--- src/rtl/alu_pkg.sv ---
// Shared widths, FSM encoding and constants for the lab datapath's sequential divider.
package alu_pkg;
  localparam int N_DIVIDEND = 4;
  localparam int N_DIVISOR  = 2;
  localparam int STEP_W     = 2;

  localparam logic [STEP_W-1:0]     LAST_STEP    = 2'd3;
  localparam logic [N_DIVIDEND-1:0] DBZ_QUOTIENT = 4'hF;

  typedef enum logic [1:0] {
    S_IDLE = 2'd0,
    S_RUN  = 2'd1,
    S_DONE = 2'd2
  } state_t;
endpackage

--- src/rtl/div_step.sv ---
// One restoring-division step: shift the next dividend bit into the partial
// remainder, then subtract the divisor if it fits.
module div_step
  import alu_pkg::*;
(
  input  logic [N_DIVISOR:0]   r_in,
  input  logic                 dvd_bit,
  input  logic [N_DIVISOR-1:0] divisor,
  output logic [N_DIVISOR:0]   r_out,
  output logic                 q_bit
);
  logic [N_DIVISOR:0] r_shift;

  assign r_shift = {r_in[N_DIVISOR-1:0], dvd_bit};

  // r_in[MSB] is always 0 when fed back from a previous step; counting it still
  // keeps the step correct for any input, since a set MSB means the shifted
  // value exceeds every possible divisor.
  assign q_bit = r_in[N_DIVISOR] || (r_shift >= {1'b0, divisor});
  assign r_out = q_bit ? (r_shift - {1'b0, divisor}) : r_shift;
endmodule

--- src/rtl/seq_divider.sv ---
// Multi-cycle restoring divider (4-bit dividend / 2-bit divisor), one quotient
// bit per clock, with a start/busy/done handshake.
module seq_divider
  import alu_pkg::*;
(
  input  logic                  clk,
  input  logic                  rst,
  input  logic                  start,
  input  logic [N_DIVIDEND-1:0] dividend,
  input  logic [N_DIVISOR-1:0]  divisor,
  output logic                  busy,
  output logic                  done,
  output logic [N_DIVIDEND-1:0] quotient,
  output logic [N_DIVISOR-1:0]  remainder,
  output logic                  dbz
);
  // Handshake: start is accepted only on a clock edge where the FSM is IDLE;
  // start in RUN or DONE is dropped, never queued. busy is high exactly while
  // iterating, done is a one-cycle pulse, and the result outputs are stable
  // from the done cycle until the next result is loaded.

  state_t state, state_nxt;

  logic [N_DIVIDEND-1:0] dvd_q;
  logic [N_DIVISOR-1:0]  dvs_q;
  logic [N_DIVISOR:0]    r_q;
  logic [N_DIVIDEND-2:0] q_acc;
  logic [STEP_W-1:0]     step_q;

  logic [N_DIVISOR:0] r_next;
  logic               q_bit;

  div_step u_step (
    .r_in    (r_q),
    .dvd_bit (dvd_q[N_DIVIDEND-1]),
    .divisor (dvs_q),
    .r_out   (r_next),
    .q_bit   (q_bit)
  );

  always_comb begin
    state_nxt = state;
    busy      = 1'b0;
    done      = 1'b0;
    case (state)
      S_IDLE: begin
        if (start) state_nxt = (divisor == '0) ? S_DONE : S_RUN;
      end
      S_RUN: begin
        busy = 1'b1;
        if (step_q == LAST_STEP) state_nxt = S_DONE;
      end
      S_DONE: begin
        done      = 1'b1;
        state_nxt = S_IDLE;
      end
      default: state_nxt = S_IDLE;
    endcase
  end

  always_ff @(posedge clk) begin
    if (rst) begin
      state     <= S_IDLE;
      dvd_q     <= '0;
      dvs_q     <= '0;
      r_q       <= '0;
      q_acc     <= '0;
      step_q    <= '0;
      quotient  <= '0;
      remainder <= '0;
      dbz       <= 1'b0;
    end else begin
      state <= state_nxt;
      case (state)
        S_IDLE: begin
          if (start) begin
            if (divisor != '0) begin
              dvd_q  <= dividend;
              dvs_q  <= divisor;
              r_q    <= '0;
              q_acc  <= '0;
              step_q <= '0;
            end else begin
              quotient  <= DBZ_QUOTIENT;
              remainder <= '0;
              dbz       <= 1'b1;
            end
          end
        end
        S_RUN: begin
          // Dividend shifts left so its MSB is always the next bit to consume.
          dvd_q  <= {dvd_q[N_DIVIDEND-2:0], 1'b0};
          r_q    <= r_next;
          q_acc  <= {q_acc[N_DIVIDEND-3:0], q_bit};
          step_q <= step_q + STEP_W'(1);
          if (step_q == LAST_STEP) begin
            quotient  <= {q_acc, q_bit};
            remainder <= r_next[N_DIVISOR-1:0];
            dbz       <= 1'b0;
          end
        end
        default: ;
      endcase
    end
  end
endmodule

--- config.mk ---
export PLATFORM = sky130hd
export DESIGN_NAME = seq_divider
export DESIGN_NICKNAME = d
export VERILOG_FILES = /design/src/rtl/alu_pkg.sv /design/src/rtl/div_step.sv /design/src/rtl/seq_divider.sv
export SDC_FILE = /design/constraint.sdc
export NUM_CORES = 1
export LEC_CHECK = 0
export ABC_AREA = 1
export CAP_MARGIN = 25
export CORE_MARGIN = 2
export CORE_UTILIZATION = 46
export CTS_CLUSTER_DIAMETER = 40
export DETAILED_ROUTE_END_ITERATION = 16
export DONT_BUFFER_PORTS = 1
export RECOVER_POWER = 50
export SLEW_MARGIN = 40
export SYNTH_ARGS = -nofsm -noshare
export SYNTH_HDL_FRONTEND = slang
export SYNTH_SLANG_ARGS = --single-unit
export TNS_END_PERCENT = 10
--- constraint.sdc ---
create_clock -name clk -period 4 [get_ports clk]
set_input_delay 0.8 -clock clk [delete_from_list [all_inputs] [get_ports clk]]
set_output_delay 0.8 -clock clk [all_outputs]
set_load 0.01 [all_outputs]
==> reports/qor.csv, run 1 <==
metric;value;unit
routedWlPerCell;11.0;um
timing.final.crit_share;61.9;%
die_y;53.1;um
ant_nets;0;
status;finished clean;
ys_seq_area_share;41.6;%
syn-num-nets;166;
wirelength;2.01;mm
endpoint_kind;output pin;
slew_violations;0;
setup_violations;0;
core_region_area;2250;um2
clk_path_buf_depth;2;
finalHoldViolations;0;
drv_cap;0;
rsz0062_at_grt;no;
num_vias;878;
slowest_stage;nor2_1;
drt_iter0_markers;11;
crit_required;3.20;ns
layout_commonest_cell;nand2_1;
finClkSkew;0.00553;ns
n_antenna_cell;0;
final_cell_mix;nand2_1 (40), inv_1 (24), dfxtp_1 (23), nor2_1 (14), a21oi_1 (14);
clk_latency;0.31;ns
power_density;430;nW/um2
cts_tree;yes;
cp.arrival;1.68;ns
syn_inst;153;
cts_buffers;3;
rows;17;
yosys_register_bits;23;
drive_above_1_share;7.14;%
synth_warnings;0;
grt_pass1_wl;3.48;mm
die_x;53.1;um
synth_area;1110;um2
initial_utilization;49.1;%
numPortBuffers;0;
synth.distinct_cells;24;
placed_cell_area;1120;um2
num_io_pins;18;
grt_pass1_vias;811;
stdcell_area;1110;um2
dp_hpwl;1.47;mm
peakVddDrop;259;uV
worst_slew_pin_slew;1.07;ns
die_area;2820;um2
gr-total-overflow;0;
htreeDepth;1;
area_growth;0.678;%
grt_usage;17.3;%
grt_max_degree;15;
postSynthAreaPerCell;7.24;um2
path_class;flop to output pin;
ctsResizeCount;0;
finalCriticalPeriod;2.48;ns
slew_headroom;28.7;%
fillers;246;
cp_max_fo;14;
via_per_inst;4.82;
path_cells;clkinv_1, nor2_1;
cpPeakStageDelay;0.81;ns
clock_tree.root_cell;clkbuf_4;
p_leak;0.544;nW
tns;0;ns
hold_buffers;0;
drtPass1Iterations;4;
worst-path-buf-inv;1;
antenna_found_initial;0;
route.detailed.drc;0;
cp_top_family;simple AND/OR/NAND/NOR gates;
routabilityCongestion;0.721;
path_clk_slew;0.13;ns
hold_class;flop to flop;
post-cts-setup-buffers;0;
fmax;404;MHz
clock-sinks;23;
worstSetupStartpointType;flop;
final_net_count;168;
[worst min-delay path, stage by stage, from the launching register on]
cell and delay [ns]:
dfxtp_1 0.32, inv_1 0.05, a21oi_1 0.06
[area by class of cell]
class / count / area (um2) / share of cell area, %
Inverter: 27 / 104 / 9.32
Tap cell: 28 / 35.0 / 3.14
Clock buffer: 3 / 22.5 / 2.02
Clock inverter: 1 / 5.00 / 0.449
Multi-Input combinational cell: 100 / 488 / 43.8
Sequential cell: 23 / 460 / 41.3
[sequential cells by signal, summed over array words and instances (netlist names)]
name,flops
state,2
step_q,2
q_acc,3
dvd_q,4
quotient,4
dvs_q,2
dbz,1
r_q,3
remainder,2
[kinds of logic (layout without fill, tap and decap cells)]
kind of cell	Yosys count	in the layout	synth area share [%]
flops	23	23	41.6
fa+ha+maj	4	4	5.20
simple gates	72	72	29.4
compound gates	23	23	11.3
buf+inv	30	31	11.8
xor+xnor	1	1	0.791
[synthesized netlist by cell type (all sizes together)]
library cell	number	area share (%)
fa	1	1.8
nor2	15	6.2
o21ai	7	3.5
clkbuf	1	0.34
nor3	1	0.45
dfxtp	23	42
xor2	1	0.79
a21oi	15	7.1
nand3	11	6.1
o211ai	1	0.68
ha	3	3.4
nand4	2	1.1
buf	2	2.0
inv	27	9.4
nand2	43	15
[per-layer routing]
metal	global-route usage, %	vias up	wire length [um]
li1	-	477	-
met1	22.9	388	1020
met2	26.5	9	918
met3	2.54	4	41
met4	10.3	0	33
met5	0	-	0
[through the flow]
stage / power, mW / utilization (%) / hold WS (ns) / instances / worst slack (ns)
after CTS: 0.494 / 50.7 / 0.461 / 182 / 2.03
after detailed placement: 0.387 / 49.5 / 0.443 / 178 / 2.35
after floorplan: 0.372 / - / 0.425 / 153 / 2.47
final: 0.480 / 49.4 / 0.457 / 182 / 1.52
after global placement: 0.385 / 49.5 / 0.442 / 178 / 2.38
after global routing: 0.516 / 49.4 / 0.476 / 182 / 1.40
[power by group]
part / total, mW / internal, mW / switching [mW]
Sequential: 0.273 / 0.253 / 0.0208
Combinational: 0.0995 / 0.0338 / 0.0658
Clock: 0.107 / 0.0374 / 0.0695
[worst paths after layout]
kind,start,endpoint,slack [ns],cells past startpoint
worst max-delay path,state[0],busy,1.52,2
worst min-delay path,dvd_q[2],dvd_q[2],0.46,2
worst max register to register,state[0],quotient[0],1.80,7
worst min register to register,dvd_q[2],dvd_q[2],0.46,2
No activity file was read; power rests on OpenSTA's default activity.
==> inputs of run 2 (changes only) <==
Clock period 4 ns to 2.5 ns, I/O delays scaled along.
==> run 2 against run 1 <==
  * Sequential share of layout area is 0.41 points lower
  * Core utilization is 0.50 points higher
  * Design area rose by 1.0%
  * Worst hold slack got worse by 0.23 ns
  * Cell count unchanged
  * Largest power group unchanged
  * Clock skew down 0.00083 ns
  * Largest cell class unchanged
  * Critical path depth unchanged
  * Critical endpoint unchanged
  * Sequential cell count is the same
  * Non-clock buffer count is the same
  * First-iteration DRC count increased by 36%
  * Via count increased by 2.3%
  * Combinational power is 66% higher
==> reports/qor.csv, run 2 (synthesis results as in run 1) <==
metric;value;unit
finalCriticalPeriod;1.61;ns
path_class;flop to output pin;
reg_top3;dvd_q: 4 flops, quotient: 4 flops;
reg2reg_setup_slack;0.94;ns
finClkSkew;0.00470;ns
ant_nets;0;
drt_iter0_markers;15;
via_per_inst;4.93;
grt_pass1_wl;3.42;mm
power_density;687;nW/um2
status;finished clean;
clk_path_buf_depth;2;
r2r-start;state[0];
drv_cap;0;
timing.final.crit_share;64.5;%
clk_latency;0.31;ns
core_region_area;2250;um2
wirelength;2.04;mm
dp_hpwl;1.52;mm
fmax;620;MHz
cts_buffers;3;
rows;17;
ctsResizeCount;0;
hold_class;primary input to flop;
crit_path_end;busy;
post-cts-setup-buffers;0;
startpoint;state[0];
initial_utilization;49.1;%
htreeDepth;1;
final_net_count;168;
num_io_pins;18;
grt_max_degree;15;
cp.arrival;1.11;ns
hold_buffers;0;
die_x;53.1;um
place_ws;1.02;ns
setup_violations;0;
endpoint_kind;output pin;
clock-sinks;23;
layout_commonest_cell;nand2_1;
die_y;53.1;um
routedWlPerCell;11.2;um
rr_worst_depth;7;
die_area;2820;um2
drive_above_1_share;9.09;%
route.detailed.drc;0;
tns;0;ns
gr-total-overflow;0;
worstSetupStartpointType;flop;
rr_endpoint;quotient[0];
final_cell_mix;nand2_1 (40), inv_1 (24), dfxtp_1 (23), a21oi_1 (14), nor2_1 (13);
routabilityCongestion;0.816;
drtPass1Iterations;4;
grt_pass1_vias;792;
peakVddDrop;372;uV
numPortBuffers;0;
report.power.total;774;uW
p_leak;0.546;nW
fin_ws;0.888;ns
area_growth;1.69;%
path_clk_slew;0.13;ns
n_antenna_cell;0;
finalHoldViolations;0;
num_vias;898;
slew_violations;0;
dp_cells;178;
final_cell_count_no_fill;182;
clock_tree.root_cell;clkbuf_4;
grt_usage;16.9;%
cts_tree;yes;
worst_slew_pin_slew;0.474;ns
crit_required;2.00;ns
cp_max_fo;14;
antenna_found_initial;0;
rsz0062_at_grt;no;
slew_headroom;68.3;%
[run 2: report_power, final]
part / internal (mW) / switching [mW] / total [mW] / leakage [nW]
logic: 0.0556 / 0.110 / 0.165 / 0.340
clock network: 0.0598 / 0.112 / 0.172 / 0.0177
registers: 0.404 / 0.0332 / 0.437 / 0.189
total: 0.519 / 0.255 / 0.774 / 0.546
[run 2: critical path, stage by stage (launching register included)]
cell and delay, ns:
dfxtp_1 0.44, inv_2 0.06, nor2_4 0.30
[run 2: stage by stage]
stage	utilization (%)	cell area, um2	hold WS (ns)
after detailed placement	49.5	1120	0.442
after global placement	49.5	1120	0.435
after floorplan	-	1110	0.425
after CTS	50.7	1140	0.223
final	49.9	1130	0.230
after global routing	49.9	1130	0.201
[run 2: layout make-up]
type | count | area [um2]
fillers | 255 | 1130
multi-input cells | 100 | 499
flip-flops and latches | 23 | 460
inverters | 27 | 104
well taps | 28 | 35.0
clock buffers | 3 | 22.5
clock inverters | 1 | 5.00
[run 2: layer usage]
layer / vias up / track usage, % / routed length (um)
li1: 480 / - / -
met1: 401 / 20.8 / 986
met2: 13 / 27.1 / 961
met3: 4 / 3.95 / 57
met4: 0 / 8.97 / 31
met5: - / 0 / 0
[run 2: worst min-delay path by stage]
stage / startpoint / endpoint / slack, ns / cells past startpoint
2_1_floorplan: dvd_q[2] / dvd_q[2] / 0.42 / 2
3_3_place_gp: dvd_q[2] / dvd_q[2] / 0.44 / 2
3_5_place_dp: dvd_q[2] / dvd_q[2] / 0.44 / 2
4_1_cts: rst / dbz / 0.22 / 1
5_1_grt: rst / dbz / 0.20 / 1
6_report: rst / dbz / 0.23 / 1
==> inputs of run 3 (changes only) <==
Clock period 2.5 ns to 1.42 ns, I/O delays scaled along.
==> run 3 against run 2 <==
  * Core utilization is 5.7 points higher
  * Sequential share of layout area is 3.6 points lower
  * Via count is 3.2% higher
  * Design area is 11% higher
  * Critical path type is now flop to flop
  * Largest power group unchanged
==> reports/qor.csv, run 3 (synthesis results as in run 1) <==
metric;value;unit
fmax;712;MHz
area_growth;13.3;%
r2r-start;dvd_q[3];
via_per_inst;4.90;
grt_usage;17.7;%
cpPeakStageDelay;0.47;ns
slew_violations;0;
num_vias;927;
reg2reg_setup_slack;0.01;ns
critical_path_depth;8;
die_y;53.1;um
worstSetupStartpointType;flop;
hold_buffers;0;
path_cells;inv_2, ha_4, fa_1, inv_1, nand3_2, nand3_2, nand2_2, inv_2;
n_antenna_cell;0;
gr-total-overflow;0;
placed_cell_area;1150;um2
crit_required;1.65;ns
cts_buffers;3;
rsz0062_at_grt;yes;
report.power.total;1.45;mW
startpoint;dvd_q[3];
grt_max_degree;15;
die_x;53.1;um
setup_violations;0;
clock_tree.root_cell;clkbuf_4;
p_leak;0.593;nW
rows;17;
final_cell_mix;nand2_1 (37), inv_1 (22), dfxtp_1 (19), a21oi_1 (13), nor2_1 (11);
hold_class;primary input to flop;
drt_iter0_markers;14;
grt_pass1_wl;3.57;mm
cp_top_family;adder cells;
antenna_found_initial;0;
num_io_pins;18;
status;finished clean;
rr_endpoint;r_q[1];
top_layer;met4;
slew_headroom;82.7;%
finClkSkew;0.00436;ns
worst-path-buf-inv;3;
finalCriticalPeriod;1.41;ns
cp_max_fo;2;
layout_commonest_cell;nand2_1;
path_clk_slew;0.12;ns
cp.arrival;1.63;ns
wl_met3;50;um
routedWlPerCell;11.7;um
numPortBuffers;0;
drive_above_1_share;23.0;%
slowest_stage;fa_1;
final_core_util;55.7;%
wirelength;2.21;mm
whs;0.0150;ns
clk_path_buf_depth;2;
clk_latency;0.31;ns
cts_tree;yes;
ant_nets;0;
endpoint_kind;flop;
timing.final.crit_share;99.0;%
finalHoldViolations;0;
final_net_count;175;
grt_pass1_vias;798;
power_density;1160;nW/um2
route.detailed.drc;0;
worst_slew_pin_slew;0.260;ns
rr_worst_depth;8;
clock-sinks;23;
drtPass1Iterations;4;
wl_met2;1.07;mm
drv_cap;0;
crit_path_end;r_q[1];
die_area;2820;um2
routabilityCongestion;0.724;
dp_hpwl;1.60;mm
htreeDepth;1;
peakVddDrop;599;uV
core_region_area;2250;um2
initial_utilization;49.1;%
reg_top3;dvd_q: 4 flops, quotient: 4 flops;
path_class;flop to flop;
stdcell_area;1250;um2
wl_met1;1.06;mm
==> run 3: changes by cell type in the layout (fill, tap and decap cells not counted), sizes merged <==
cell and change:
buf +6, clkbuf +2, clkinv -1
==> run 3: metal layers <==
| layer | vias up | global-route usage, % |
|---|---|---|
| li1 | 488 | - |
| met1 | 428 | 23.0 |
| met2 | 7 | 28.3 |
| met3 | 4 | 3.67 |
| met4 | 0 | 7.69 |
| met5 | - | 0 |
==> run 3: area by class of cell <==
cell class | count | area (um2)
fillers | 253 | 1000
multi-input cells | 100 | 556
inverters | 27 | 106
repair buffers | 7 | 63.8
clock buffers | 4 | 26.3
well taps | 28 | 35.0
flip-flops and latches | 23 | 468
==> run 3: timing repair <==
| action | in CTS | in global routing |
|---|---|---|
| buffers inserted | 0 | 2 |
| endpoints found under the hold margin | 0 | 6 |
| endpoints found under the setup margin | 4 | 9 |
| gates resized for setup | 6 | 15 |
==> run 3: how the worst min path moves through the flow <==
stage	end	start	slack, ns	depth (start not counted)
6_report	r_q[2]	rst	0.02	1
2_1_floorplan	dvd_q[0]	rst	0.35	1
3_5_place_dp	dbz	rst	0.35	1
5_1_grt	r_q[2]	rst	-0.01	1
3_3_place_gp	dbz	rst	0.35	1
4_1_cts	state[0]	rst	0.002	1
==> run 3: report_power, final <==
group,switching [mW],internal [mW],total (mW)
logic,0.225,0.149,0.374
registers,0.0609,0.714,0.775
clock network,0.194,0.110,0.304
==> run 3: stage by stage <==
step           instances  TNS (ns)  setup WS (ns)
4_1_cts              187         0       0.000592
2_1_floorplan        153         0         0.0425
5_1_grt              189    -0.216        -0.0530
6_report             189         0         0.0148
3_3_place_gp         183         0        0.00792
3_5_place_dp         183    -0.109        -0.0620
